### src/rtl/hello_pkg.sv
// Shared constants for the HEX0 "HELLO" display path and its receive-side
// decoder: active-low 7-segment patterns (bit6=g ... bit0=a), decoded
// character codes, and the word-tracking FSM state encodings.
package hello_pkg;

    localparam logic [6:0] SEG_H     = 7'b0001001;
    localparam logic [6:0] SEG_E     = 7'b0000110;
    localparam logic [6:0] SEG_L     = 7'b1000111;
    localparam logic [6:0] SEG_O     = 7'b1000000;
    localparam logic [6:0] SEG_BLANK = 7'b1111111;

    typedef enum logic [2:0] {
        CH_BLANK = 3'd0,
        CH_H     = 3'd1,
        CH_E     = 3'd2,
        CH_L     = 3'd3,
        CH_O     = 3'd4,
        CH_UNK   = 3'd7
    } char_t;

    typedef enum logic [2:0] {
        S_IDLE = 3'd0,
        S_H    = 3'd1,
        S_HE   = 3'd2,
        S_HEL  = 3'd3,
        S_HELL = 3'd4
    } state_t;

    // Character that advances the word from a given state.
    function automatic char_t expected_char(input state_t s);
        case (s)
            S_IDLE:  return CH_H;
            S_H:     return CH_E;
            S_HE:    return CH_L;
            S_HEL:   return CH_L;
            S_HELL:  return CH_O;
            default: return CH_H;
        endcase
    endfunction

    // Successor state on an expected character (S_HELL wraps to idle).
    function automatic state_t advance(input state_t s);
        case (s)
            S_IDLE:  return S_H;
            S_H:     return S_HE;
            S_HE:    return S_HEL;
            S_HEL:   return S_HELL;
            default: return S_IDLE;
        endcase
    endfunction

endpackage

### src/rtl/hello_seg_decoder_seg7_char_decode.sv
// Combinational 7-segment pattern to character-code decoder.
// Ports:
//   seg_in - active-low segment pattern, bit6=g ... bit0=a
//   code   - 0=blank, 1=H, 2=E, 3=L, 4=O, 7=unknown pattern
module seg7_char_decode
    import hello_pkg::*;
(
    input  logic [6:0] seg_in,
    output logic [2:0] code
);

    always_comb begin
        code = CH_UNK;
        case (seg_in)
            SEG_H:     code = CH_H;
            SEG_E:     code = CH_E;
            SEG_L:     code = CH_L;
            SEG_O:     code = CH_O;
            SEG_BLANK: code = CH_BLANK;
            default:   code = CH_UNK;
        endcase
    end

endmodule

### src/rtl/hello_seg_decoder.sv
// Receive-side decoder for a strobed stream of 7-segment patterns. Each
// strobe is decoded to a character and checked against the H-E-L-L-O word
// order; completed words, order errors and mid-word timeouts are reported
// as one-cycle pulses. All outputs are registered (1 cycle after strobe).
// Ports:
//   CLOCK_50   - system clock, rising edge
//   SW[0]      - synchronous active-high reset
//   seg_in     - active-low segment pattern, sampled when seg_valid=1
//   seg_valid  - one-cycle strobe per character
//   char_code  - last decoded character code
//   char_valid - pulse: char_code updated
//   word_done  - pulse: full HELLO received
//   seq_err    - pulse: order error, unknown pattern or timeout
//   word_count - completed words, wraps silently
//   state      - current FSM state for debug LEDs
module hello_seg_decoder
    import hello_pkg::*;
#(
    parameter int TIMEOUT_CYC = 100000000,
    parameter int CNT_W       = 8
)(
    input  logic             CLOCK_50,
    input  logic [0:0]       SW,
    input  logic [6:0]       seg_in,
    input  logic             seg_valid,
    output logic [2:0]       char_code,
    output logic             char_valid,
    output logic             word_done,
    output logic             seq_err,
    output logic [CNT_W-1:0] word_count,
    output logic [2:0]       state
);

    localparam int                 TIMER_W    = $clog2(TIMEOUT_CYC);
    localparam logic [TIMER_W-1:0] TIMER_LAST = TIMER_W'(TIMEOUT_CYC - 1);

    logic [2:0]         dec_code;
    char_t              code_p0;
    state_t             state_q;
    logic [TIMER_W-1:0] timer;

    seg7_char_decode u_decode (
        .seg_in (seg_in),
        .code   (dec_code)
    );

    assign code_p0 = char_t'(dec_code);
    assign state   = state_q;

    // Stage boundary: decoded strobe -> registered outputs and FSM state
    always_ff @(posedge CLOCK_50) begin
        if (SW[0]) begin
            state_q    <= S_IDLE;
            char_code  <= CH_BLANK;
            char_valid <= 1'b0;
            word_done  <= 1'b0;
            seq_err    <= 1'b0;
            word_count <= '0;
            timer      <= '0;
        end else begin
            char_valid <= seg_valid;
            word_done  <= 1'b0;
            seq_err    <= 1'b0;
            if (seg_valid) begin
                char_code <= dec_code;
            end

            case (state_q)
                S_IDLE, S_H, S_HE, S_HEL, S_HELL: begin
                    if (seg_valid) begin
                        // Blank strobes are transparent: state and timer hold.
                        if (code_p0 != CH_BLANK) begin
                            timer <= '0;
                            if (code_p0 == expected_char(state_q)) begin
                                if (state_q == S_HELL) begin
                                    word_done  <= 1'b1;
                                    word_count <= word_count + CNT_W'(1);
                                end
                                state_q <= advance(state_q);
                            end else if (code_p0 == CH_H) begin
                                // An out-of-place H starts a fresh word.
                                seq_err <= 1'b1;
                                state_q <= S_H;
                            end else begin
                                seq_err <= 1'b1;
                                state_q <= S_IDLE;
                            end
                        end
                    end else if (state_q == S_IDLE) begin
                        timer <= '0;
                    end else if (timer == TIMER_LAST) begin
                        // A strobe on this same cycle takes the branch above
                        // instead, so it is never flagged as a timeout.
                        seq_err <= 1'b1;
                        state_q <= S_IDLE;
                        timer   <= '0;
                    end else begin
                        timer <= timer + TIMER_W'(1);
                    end
                end
                default: begin
                    state_q <= S_IDLE;
                    timer   <= '0;
                end
            endcase
        end
    end

endmodule

### config.mk
export PLATFORM = sky130hd
export DESIGN_NAME = hello_seg_decoder
export DESIGN_NICKNAME = d
export VERILOG_FILES = /design/src/rtl/hello_pkg.sv /design/src/rtl/hello_seg_decoder_seg7_char_decode.sv /design/src/rtl/hello_seg_decoder.sv
export SDC_FILE = /design/constraint.sdc
export NUM_CORES = 1
export LEC_CHECK = 0
export CORE_MARGIN = 2
export CORE_UTILIZATION = 40
export DETAILED_ROUTE_END_ITERATION = 10
export HOLD_SLACK_MARGIN = 0.03
export SYNTH_ARGS = -nofsm -noshare
export SYNTH_HDL_FRONTEND = slang
export SYNTH_SLANG_ARGS = --single-unit
### constraint.sdc
create_clock -name CLOCK_50 -period 2.1 [get_ports CLOCK_50]
set_clock_uncertainty 0.05 [all_clocks]
set_input_delay 0.21 -clock CLOCK_50 [delete_from_list [all_inputs] [get_ports CLOCK_50]]
set_output_delay 0.21 -clock CLOCK_50 [all_outputs]
set_load 0.03 [all_outputs]
==> reports/metrics.yaml <==
outcome:
  outcome: "completed"
global_routing:
  grt_pass1_vias: 2035
  grt_pass1_wl_mm: 9.43
  track_usage_pct: 18.6
  grt_overflow: 0
  grt_max_degree: 19
  antenna_found_initial: 0
setup_path:
  crit_arrival_ns: 2.21
  required_ns: 2.25
  crit-reg2reg-launch: "timer[4]"
  cp_max_fo: 4
  r2r-end: "state[2]"
  r2r_slack_ns: 0.19
  worstSetupEndpointType: "flop"
  criticalPathCategory: "in -> reg"
  reg2regPathDepth: 6
  setup.worst_path.start_class: "primary input"
power:
  powerDensity_nw_per_um2: 475
  leakage_uw: 0.00114
  ir_drop_mv: 0.343
  finalPower_uw: 1520
synth:
  synth.distinct_cells: 55
  seq_area_frac_synth_pct: 37.4
  ys_warn_count: 0
  ys_async_sr_fraction_pct: 0
  synth_flop_cell: "dfxtp_1"
  netlist_instances: 279
  synth-seq-cells: 44
  synth_nets: 291
  synth_top_area_share_pct: 37.4
  synthTopCellsByArea: "dfxtp_1, xor2_1, nor2_1, nand4_1, xnor2_1"
  syn_area_um2: 2360
  yosys.area.top_type: "dfxtp_1"
  syn_area_per_cell_um2: 8.45
  netlist_top_cells_count: "dfxtp_1, nor2_1, nand2_1"
  synth-edff-count: 0
floorplanning:
  dieArea_um2: 6520
  ios: 27
  core_region_area_um2: 5610
  initial_core_util_pct: 42.0
  chipWidth_um: 80.8
  die_y_um: 80.8
  num_rows: 27
placement:
  dp.final_hpwl_mm: 4.31
  port_buffers: 26
  place_inst: 415
  gp_congestion: 0.869
  preCtsSetupSlack_ns: -0.318
route:
  drcViolationCount: 0
  drtIter0Drc: 118
  wirelength_mm: 5.75
  viasPerCell: 5.13
  drt_first_pass_iters: 4
  drtAntennaViolNets: 0
  wl_per_cell_um: 13.6
  vias: 2172
cts:
  post_cts_buffers: 0
  max-clock-path-buffers: 2
  cts_buffers: 5
  path_clk_slew_ns: 0.09
  cts_tree: "done"
  insertion_delay_ns: 0.30
  postCtsHoldBufs: 0
  cts.sinks: 44
  cts_htree_levels: 2
  cts_root_buf: "clkbuf_8"
timing:
  tightest_slew_ns: 0.556
  slew_headroom_pct: 62.7
  tns_ns: 0
  hold_violations: 0
  fmax_mhz: 485
  fin_crit_sh_pct: 98.2
  slew_viol_final: 0
  setup_viol: 0
  rsz0062_at_grt: "true"
  period_minus_slack_ns: 2.06
  setup_slack_ns: 0.0381
final_layout:
  drive_gt1_share_pct: 21.9
  nets: 362
  final_cells: 423
  syn2layout_area_growth_pct: 35.8
  insertedDiodeCount: 0
worst_hold_path:
  hold_path.class: "in -> reg"
  min_to: "word_done"
  min_from: "seg_in[1]"
  min_delay_path_depth: 4
flow_run:
  drv_cap: 0
state kept, by name, summed over array words and instances, names as in the netlist:
name        cells
char_valid      1
word_count      8
timer          27
seq_err         1
word_done       1
state           3
char_code       3
worst max-delay path, stage by stage:
cell	delay, ns
clkdlybuf4s50_1	0.47
or4_4	0.52
o22a_4	0.26
o21a_1	0.20
mux2i_1	0.12
a31o_1	0.20
a41o_1	0.22
layer usage:
metal	GRT usage [%]	wire, um	share of wire (%)	vias to the layer above
met5	0	0	0	-
met2	27.8	2500	44	28
met4	5.25	34	0.59	0
met3	3.33	144	2.5	2
met1	27.4	3060	53	998
li1	-	-	-	1144
power by group:
group | internal, uW | switching, uW
Clock | 236 | 312
Combinational | 63.2 | 66.0
Sequential | 840 | 2.94
Total | 1140 | 381
placed cells by master (no fill, tap or decap), types with 7 or more instances in the layout:
master,count
inv_1,7
and4_1,7
nor3_1,9
nand4_1,17
buf_4,48
xnor2_1,12
nand2_1,22
nand3_1,14
xor2_1,20
dfxtp_1,44
nor2_1,44
clkdlybuf4s50_1,24
what timing repair did:
| action | in CTS | in global routing |
|---|---|---|
| resized for setup | 0 | 9 |
| setup endpoints to repair | 1 | 32 |
| pin swaps | 1 | 4 |
worst max path at each step:
stage	startpoint	end	slack, ns	cells after the start
floorplan	state[2]	state[0]	0.12	7
global placement	seg_in[1]	state[2]	-0.29	7
detailed placement	seg_in[1]	state[2]	-0.32	7
CTS	seg_in[1]	state[2]	0.02	7
global route	seg_in[3]	word_count[7]	-0.04	8
finish	seg_in[4]	state[2]	0.04	7
per-stage QoR:
stage               utilization [%]  hold WS (ns)  cell area [um2]
floorplan                         -         0.329             2360
global placement               54.5         0.408             3060
detailed placement             54.5         0.416             3060
CTS                            56.2         0.428             3150
global route                   57.1         0.412             3200
finish                         57.1         0.364             3200
kinds of logic after synthesis:
| kind of cell | after synthesis | share of synthesized area (%) |
|---|---|---|
| fa+ha+maj | 2 | 1.06 |
| xor+xnor | 32 | 11.9 |
| buf+inv | 19 | 3.24 |
| mux | 4 | 1.75 |
| simple gates | 151 | 35.0 |
| flops | 44 | 37.4 |
| compound gates | 27 | 9.71 |
cell type report:
class	instances	area, um2
clock inverters	3	23.8
multi-input cells	216	1450
flip-flops and latches	44	881
fillers	537	2410
well taps	72	90.1
repair buffers	76	666
clock buffers	5	68.8
inverters	7	26.3
(Power assumes the default switching activity.)
==> RTL change (same flow settings) <==
The parameter `TIMEOUT_CYC` goes from 100000000 to 400000000.
--- a/src/rtl/hello_seg_decoder.sv
+++ b/src/rtl/hello_seg_decoder.sv
@@ -16,7 +16,7 @@
 module hello_seg_decoder
     import hello_pkg::*;
 #(
-    parameter int TIMEOUT_CYC = 100000000,
+    parameter int TIMEOUT_CYC = 400000000,
     parameter int CNT_W       = 8
 )(
     input  logic             CLOCK_50,
Check against the original RTL: same outputs for any inputs over 10 cycles, from zero or initial values; that may be too few to reach the edited logic, so the function may still have changed.
==> RTL change against the unedited design <==
- the run now ends with negative setup slack left
- total power up 13%
- synthesized area up 11%
- sequential power up 4.0%
- via count up 24%
- worst setup slack worse by 350 ps
- global-route usage up 1.1 points
- sequential share of layout area down 3.8 points
- routed wire length up 25%
- sequential cell count up 2
- cell area up 23%
==> RTL change: results (changes against the unedited design) <==
timing:
  tightest_slew_ps: 534  # -21.7 ps
  finalSetupViolations: 33  # +33
  finalWorstSetupSlack_ps: -307  # -345 ps
  whs_ps: 423  # +58.9 ps
global_routing:
  met2_usage_pct: 30.9  # +3.1 points
  gr-usage-met3_pct: 3.02  # -0.32 points
  grt_pass1_vias: 2534  # +25%
  track_usage_pct: 19.8  # +1.1 points
  grt_use_met1_pct: 28.6  # +1.1 points
  grt_pass1_wl_um: 11800  # +25%
placement:
  placed_area_mm2: 0.00353  # +16%
  place.gp.congestion: 0.779  # -10%
  hpwl_um: 4950  # +15%
yosys:
  ys_seq_area_share_pct: 35.1  # -2.3 points
  netlist_top_cells_count: "dfxtp_1, nor2_1, nand2_1, xnor2_1, nor2_2"
  ys_top_cells_by_area: "dfxtp_1, xnor2_1, nor2_2"
pwr:
  ir_drop_mv: 0.339  # -1.0%
  p_leak_nw: 1.44  # +27%
min_path:
  worstHoldEndpoint: "state[0]"
  min-delay-start: "seg_in[2]"
status:
  status: "finished, violations left"
  violations: "negative setup slack"
setup_path:
  rr_startpoint: "timer[27]"
  r2r_cells: 7  # +1
  crit_path_end: "timer[27]"
  critPathMaxStageDelay_ps: 570  # +50 ps
  path_delay_family: "simple AND/OR/NAND/NOR gates"
  crit_type: "reg -> reg"
routing:
  wl_per_cell_um: 14.7  # +8.0%
  drtIter0Drc: 143  # +21%
  vias: 2694  # +24%
layout:
  top_regs: "timer x29, word_count x8"
  drive_gt1_share_pct: 39.6  # +18 points
  n_fill_cell: 529  # -1.5%
==> RTL change: cell count changes after synthesis, sizes merged, moves of 4 or more <==
| cell | unedited run | this run |
|---|---|---|
| nor2 | 46 | 41 |
| or3 | 1 | 6 |
| nand2 | 22 | 18 |
| xnor2 | 12 | 18 |
| a21oi | 3 | 15 |
| xor2 | 20 | 9 |
| or4 | 3 | 8 |
| or3b | 0 | 5 |
| o31ai | 1 | 5 |
| nand4 | 17 | 10 |
==> RTL change: power breakdown <==
part | internal [mW] | switching [mW] | total, mW | leakage [nW]
clock network | 0.357 | 0.333 | 0.691 | 0.0585
logic | 0.0689 | 0.0751 | 0.144 | 1.01
registers | 0.874 | 0.00272 | 0.877 | 0.376
==> RTL change: logic make-up (layout without fill, tap and decap cells) <==
| family | after synthesis | in the layout | synth area share (%) |
|---|---|---|---|
| flip-flops | 46 | 46 | 35.1 |
| XOR/XNOR | 27 | 27 | 9.01 |
| AO/OA/AOI/OAI | 52 | 52 | 14.4 |
| AND/OR/NAND/NOR | 155 | 155 | 35.0 |
| buffers and inverters | 19 | 126 | 3.38 |
| adder cells (fa/ha/maj) | 2 | 2 | 0.953 |
| multiplexers | 5 | 6 | 2.10 |
==> RTL change: repair_timing <==
| item | CTS | global route |
|---|---|---|
| gates resized for setup | 23 | 27 |
| setup endpoints to repair | 41 | 41 |
| setup buffers | 3 | 8 |
| gates cloned | 1 | 2 |
| pin swaps | 12 | 13 |
==> RTL change: final cells by class <==
| type | count | share of cell area (%) |
|---|---|---|
| inverters | 5 | 0.476 |
| clock inverters | 3 | 1.11 |
| well taps | 77 | 2.45 |
| flip-flops and latches | 46 | 23.8 |
| clock buffers | 5 | 1.75 |
| multi-input cells | 242 | 46.3 |
| repair buffers | 113 | 24.2 |
==> RTL change: per-layer routing <==
| layer | share of wire, % | wire, um |
|---|---|---|
| met1 | 49 | 3540 |
| met5 | 0 | 0 |
| met2 | 46 | 3330 |
| met3 | 3.5 | 253 |
| met4 | 1.0 | 73 |
==> RTL change: tightest hold or removal path: cells and delay by family <==
kind,cells,cell delay (ps)
AOI/OAI and AO/OA,2,140
and+or+nand+nor,2,180
buffers and inverters,2,210
==> RTL change: metrics by stage <==
| step | power, mW | setup TNS (ps) | std cells | worst slack [ps] |
|---|---|---|---|---|
| global route | 1.77 | -10370 | 491 | -349 |
| global placement | 1.03 | -12790 | 469 | -525 |
| floorplan | 0.955 | -4440 | 306 | -195 |
| CTS | 1.71 | -7640 | 481 | -282 |
| finish | 1.71 | -9100 | 491 | -307 |
| detailed placement | 1.03 | -12690 | 469 | -594 |
